<file path="config.mk">
export PLATFORM = sky130hd
export DESIGN_NAME = ncc_search_ctrl
export DESIGN_NICKNAME = d
export VERILOG_FILES = /design/src/rtl/ncc_search_ctrl.sv
export SDC_FILE = /design/constraint.sdc
export NUM_CORES = 1
export LEC_CHECK = 0
export ABC_AREA = 1
export CORE_MARGIN = 2
export CORE_UTILIZATION = 51
export DETAILED_ROUTE_END_ITERATION = 10
export PLACE_DENSITY = 0.88
export SYNTH_ARGS = -nofsm -noshare
export SYNTH_HDL_FRONTEND = slang
export SYNTH_SLANG_ARGS = --single-unit
</file>
<file path="constraint.sdc">
create_clock -name clk -period 3.65 [get_ports clk]
set_clock_uncertainty 0.2 [all_clocks]
set_input_delay 0.73 -clock clk [delete_from_list [all_inputs] [get_ports clk]]
set_output_delay 0.73 -clock clk [all_outputs]
set_load 0.1 [all_outputs]
</file>
<file path="src/rtl/ncc_search_ctrl.sv">
// NCC template-search sequencer: streams the descriptor into the PE grid, then raster-scans
// window offsets with fetch/evaluate handshakes while tracking the best signed score.
module ncc_search_ctrl #(
    parameter int DESC_WORDS = 64,
    parameter int SEARCH_W   = 16,
    parameter int SEARCH_H   = 16,
    parameter int COORD_W    = 8
) (
    input  logic               clk,
    input  logic               rst,
    input  logic               start,
    input  logic               abort,
    output logic               busy,
    input  logic               desc_in_valid,
    output logic               desc_in_ready,
    input  logic [31:0]        desc_in_data,
    output logic [31:0]        ncc_desc_data,
    output logic               ncc_desc_ready,
    output logic               win_req,
    output logic [COORD_W-1:0] win_x,
    output logic [COORD_W-1:0] win_y,
    input  logic               win_ack,
    output logic               ncc_window_ready,
    input  logic               ncc_window_done,
    input  logic [31:0]        ncc_score,
    output logic [31:0]        best_score,
    output logic [COORD_W-1:0] best_x,
    output logic [COORD_W-1:0] best_y,
    output logic               result_valid
);

    localparam int          CNT_W     = $clog2(DESC_WORDS + 1);
    localparam logic [31:0] SCORE_MIN = 32'h8000_0000;

    typedef enum logic [3:0] {
        S_IDLE,
        S_DESC_FETCH,
        S_DESC_ISSUE,
        S_DESC_GAP,
        S_WIN_REQ,
        S_WIN_GO,
        S_WIN_WAIT,
        S_WIN_NEXT,
        S_DONE
    } state_t;

    state_t             r_state;
    state_t             w_next;
    logic [CNT_W-1:0]   r_word_cnt;
    logic [COORD_W-1:0] r_x;
    logic [COORD_W-1:0] r_y;
    logic [31:0]        r_desc_data;
    logic [31:0]        r_best_score;
    logic [COORD_W-1:0] r_best_x;
    logic [COORD_W-1:0] r_best_y;
    logic               w_start_go;
    logic               w_last_word;
    logic               w_last_x;
    logic               w_last_offset;
    logic               w_better;

    assign w_start_go    = start && !abort && (r_state == S_IDLE || r_state == S_DONE);
    assign w_last_word   = (r_word_cnt == CNT_W'(DESC_WORDS - 1));
    assign w_last_x      = (r_x == COORD_W'(SEARCH_W - 1));
    assign w_last_offset = w_last_x && (r_y == COORD_W'(SEARCH_H - 1));
    // Strict signed compare: equal scores never displace an earlier raster position.
    assign w_better      = $signed(ncc_score) > $signed(r_best_score);

    always_ff @(posedge clk) begin
        if (rst) begin
            r_state <= S_IDLE;
        end else begin
            r_state <= w_next;
        end
    end

    // NOTE: every signal driven here gets a default first, so no path can infer a latch.
    always_comb begin
        w_next           = r_state;
        busy             = 1'b1;
        desc_in_ready    = 1'b0;
        ncc_desc_ready   = 1'b0;
        win_req          = 1'b0;
        ncc_window_ready = 1'b0;
        result_valid     = 1'b0;
        case (r_state)
            S_IDLE: begin
                busy = 1'b0;
                if (start) w_next = S_DESC_FETCH;
            end
            S_DESC_FETCH: begin
                desc_in_ready = 1'b1;
                if (desc_in_valid) w_next = S_DESC_ISSUE;
            end
            S_DESC_ISSUE: begin
                ncc_desc_ready = 1'b1;
                w_next         = S_DESC_GAP;
            end
            S_DESC_GAP: begin
                w_next = w_last_word ? S_WIN_REQ : S_DESC_FETCH;
            end
            S_WIN_REQ: begin
                win_req = 1'b1;
                if (win_ack) w_next = S_WIN_GO;
            end
            S_WIN_GO: begin
                ncc_window_ready = 1'b1;
                w_next           = S_WIN_WAIT;
            end
            S_WIN_WAIT: begin
                if (ncc_window_done) w_next = S_WIN_NEXT;
            end
            S_WIN_NEXT: begin
                w_next = w_last_offset ? S_DONE : S_WIN_REQ;
            end
            S_DONE: begin
                busy         = 1'b0;
                result_valid = 1'b1;
                if (start) w_next = S_DESC_FETCH;
            end
            default: w_next = S_IDLE;
        endcase
        if (abort) w_next = S_IDLE;
    end

    // NOTE: sequential state uses non-blocking assignments so every register sees pre-edge values.
    always_ff @(posedge clk) begin
        if (rst) begin
            r_word_cnt   <= '0;
            r_x          <= '0;
            r_y          <= '0;
            r_desc_data  <= '0;
            r_best_score <= SCORE_MIN;
            r_best_x     <= '0;
            r_best_y     <= '0;
        end else if (w_start_go) begin
            r_word_cnt   <= '0;
            r_x          <= '0;
            r_y          <= '0;
            r_best_score <= SCORE_MIN;
            r_best_x     <= '0;
            r_best_y     <= '0;
        end else if (!abort) begin
            case (r_state)
                S_DESC_FETCH: begin
                    if (desc_in_valid) r_desc_data <= desc_in_data;
                end
                S_DESC_GAP: begin
                    r_word_cnt <= r_word_cnt + CNT_W'(1);
                end
                S_WIN_WAIT: begin
                    if (ncc_window_done && w_better) begin
                        r_best_score <= ncc_score;
                        r_best_x     <= r_x;
                        r_best_y     <= r_y;
                    end
                end
                S_WIN_NEXT: begin
                    if (w_last_x) begin
                        r_x <= '0;
                        r_y <= r_y + COORD_W'(1);
                    end else begin
                        r_x <= r_x + COORD_W'(1);
                    end
                end
                default: ;
            endcase
        end
    end

    assign ncc_desc_data = r_desc_data;
    assign win_x         = r_x;
    assign win_y         = r_y;
    assign best_score    = r_best_score;
    assign best_x        = r_best_x;
    assign best_y        = r_best_y;

endmodule

</file>
==> summary.md <==
| Metric | Value |
|---|---|
| Min cycle time layout | `3.08 ns` |
| Number of flops mapped to enable cells by yosys | `0` |
| H-tree Lvls | `3` |
| # DRC | `0` |
| Relative slew margins | `about a third` |
| DR vias | `5814` |
| Least-Margin Pin Slew | `between 0.9 and 1 ns` |
| Hold_ws | `between 0.2 and 0.25 ns` |
| RSZ-0062 raised after global routing | `false` |
| Max_cap viols | `0` |
| Vias per inst | `between 5 and 6` |
| Yosys synthesis warning count | `0` |
| Post-Syn Area | `approximately 5700 µm²` |
| Port Buffers | `roughly 170` |
| Placed Area | `around 7500 µm²` |
| Synth-to-Final Area Change | `33.8%` |
| Worst r2r src | `best_score[31]` |
| Syn Nets | `951` |
| Placer Congestion | `just under 0.9` |
| Initial antenna violation count | `0` |
| Data arrival time of the worst path | `roughly 3.2 ns` |
| CTS resizes | `0` |
| Count leader, synth | `nand2_1` |
| Setup Buffers After CTS | `0` |
| Die X | `~110 µm` |
| Worst setup path endpoint | `best_score[15]` |
| Final hold violations | `0` |
| GRT Total Usage | `26.1%` |
| Slowest stage delay, CP | `about 0.46 ns` |
| Period Utilization, post-route | `a little over four fifths` |
| Final instance area | `between 7000 and 8000 µm²` |
| CP Class | `in -> reg` |
| Yosys reg bits | `107` |
| Mean Syn Cell Area | `a little under 7 µm²` |
| CP Data Required Time | `approximately 3.7 ns` |
| Top post-synthesis cells by count | `nand2_1 (195), inv_1 (143), dfxtp_1 (107), nand4_1 (86), nor2_1 (79)` |
| CP cell instances | `clkdlybuf4s50_1, ha_1, a21oi_1, o21a_1, nand2_1, a21oi_2, nand3_2, nand3_2, buf_12, nand2_1, inv_2, nor2_1` |
| Worst path top cell family by delay | `simple AND/OR/NAND/NOR gates` |
| Ys async rst share | `0%` |
| Clock Latency Late Sink | `roughly 0.38 ns` |
| Fin. max-slew vios | `0` |
| CP max FO | `36` |
| Worst min-delay path class | `reg -> reg` |
| Register area share after synthesis | `a little under two fifths` |
| # clock sinks | `between 100 and 150` |
| Total CTS buffers | `9` |
| Clock transition at path regs | `0.10 ns` |
| Pwr dens | `between 200 and 300 nW/µm²` |
| Core area | `~11000 µm²` |
| TNS Setup | `0 ns` |
| FP Rows | `38` |
| Yosys cell types | `36` |
| Die H | `around 110 µm` |
| Critical Path Slowest Stage Cell | `clkdlybuf4s50_1` |
| Top Ports | `about 170` |
| Number of nets in the layout | `1106` |
| Die ar. | `between 10000 and 15000 µm²` |
| Synth area leaders | `dfxtp_1 (37%), nand2_1 (13%), nand4_1 (9.4%)` |
| Synth Flop Type | `dfxtp_1` |
| Vias in the first global route | `5549` |
| CP bufs+invs | `3` |
| DRT antenna net count | `0` |
| Drt total wl | `approximately 16000 µm` |
| Mapped Cells | `845` |
| P_leak | `between 3 and 4 nW` |
| VDD IR max | `~0.24 mV` |
| Post-DP HPWL | `between 10000 and 15000 µm` |
| CTS Buffer Depth | `2` |
| Ratio of cells with drive above 1 in the final layout | `between 10% and 20%` |
| R2R cell count | `12` |
| Top cell type's share of synthesized area | `around 37%` |
| GRT overflow | `0` |
| Critical path origin | `ncc_score[31]` |
| Root Driver | `clkbuf_8` |
| Largest net degree at the start of global routing | `56` |
| Reg-to-reg slack, setup | `1.00 ns` |
| Ant diodes | `0` |
| Initial Utilization | `between 50% and 60%` |
| WL/cell | `between 10 and 15 µm` |
| Hold_buf cts | `0` |
| Status | `complete, no violations` |
| # setup viols final | `0` |
| TritonRoute pass-1 iters | `5` |
| Hold_sp | `r_word_cnt[4]` |
| First-pass GRT wire length | `roughly 25000 µm` |
| Stages on the worst setup path | `12` |
| Setup crit end kind | `flip-flop` |
| CTS tree | `built` |
| Layout fillers | `slightly above 900` |
| Iter 0 DRT Violations | `between 200 and 300` |
| CP Launch Type | `input pin` |
| Fmax | `approximately 320 MHz` |
| Worst R2R End | `best_score[15]` |
| Cell taking the most area after synthesis | `dfxtp_1` |
## cells by family after synthesis
logic type,count (synthesis),share of synthesized area (%)
fa+ha+maj,35,7.64
buf+inv,215,14.8
compound gates,85,7.90
simple gates,402,32.2
xor+xnor,1,0.153
flops,107,37.4
## tightest hold or removal path, stage by stage, from the launching register on
cell,delay [ns]
dfxtp_1,0.32
inv_1,0.05
a21oi_1,0.05
## cell usage in the layout, fill, tap and decap left out, types with 4 or more instances in the layout
cell	netlist	final
a21oi_1	65	65
buf_4	2	64
clkbuf_8	0	11
clkdlybuf4s50_1	0	121
dfxtp_1	107	107
ha_1	35	35
inv_1	143	143
inv_2	26	26
nand2_1	195	195
nand3_1	11	10
nand4_1	86	86
nor2_1	79	78
nor3_1	10	10
nor3b_1	4	4
o21ai_0	11	11
## state kept, by name, indices dropped and copies added, names as in the netlist
| name | flops |
|---|---|
| best_score | 32 |
| ncc_desc_data | 32 |
| best_x | 8 |
| best_y | 8 |
| win_x | 8 |
| win_y | 8 |
| r_word_cnt | 7 |
| r_state | 4 |
## worst min-delay path by stage
stage	to	slack [ns]	depth (start not counted)
4_1_cts	r_word_cnt[4]	0.25	2
6_report	r_word_cnt[4]	0.25	2
3_5_place_dp	r_word_cnt[4]	0.23	2
2_1_floorplan	r_word_cnt[4]	0.22	2
3_3_place_gp	r_word_cnt[4]	0.23	2
5_1_grt	ncc_desc_data[11]	0.28	2
## per-layer routing
metal / global-route usage [%] / routed length [µm]
met5: 0 / 0
met4: 6.78 / 198
met3: 6.76 / 1130
met2: 45.7 / 7560
met1: 31.7 / 6660
## cell type report
cell class | count | area, µm² | area share, %
Clock inverter | 5 | 41.3 | 0.539
Inverter | 171 | 642 | 8.37
Clock buffer | 11 | 151 | 1.97
Multi-Input combinational cell | 523 | 2760 | 36.0
Sequential cell | 107 | 2140 | 27.9
Timing Repair Buffer | 188 | 1750 | 22.8
Tap cell | 140 | 175 | 2.28
## metrics by stage
| stage | power, mW | worst slack [ns] | util (%) | instances |
|---|---|---|---|---|
| 2_1_floorplan | 1.39 | 0.148 | - | 845 |
| 3_3_place_gp | 1.53 | 0.299 | 68.6 | 1129 |
| 3_5_place_dp | 1.54 | 0.242 | 68.6 | 1129 |
| 4_1_cts | 2.25 | 0.617 | 70.4 | 1145 |
| 5_1_grt | 2.32 | 0.431 | 70.4 | 1145 |
| 6_report | 2.24 | 0.569 | 70.4 | 1145 |
## where the power goes
part | switching [mW] | internal (mW) | leakage [nW]
combinational | 0.200 | 0.136 | 2.37
clock | 0.432 | 0.295 | 0.0983
sequential | 0.00464 | 1.17 | 0.862
Note: power is estimated with default switching activity, not from simulation.
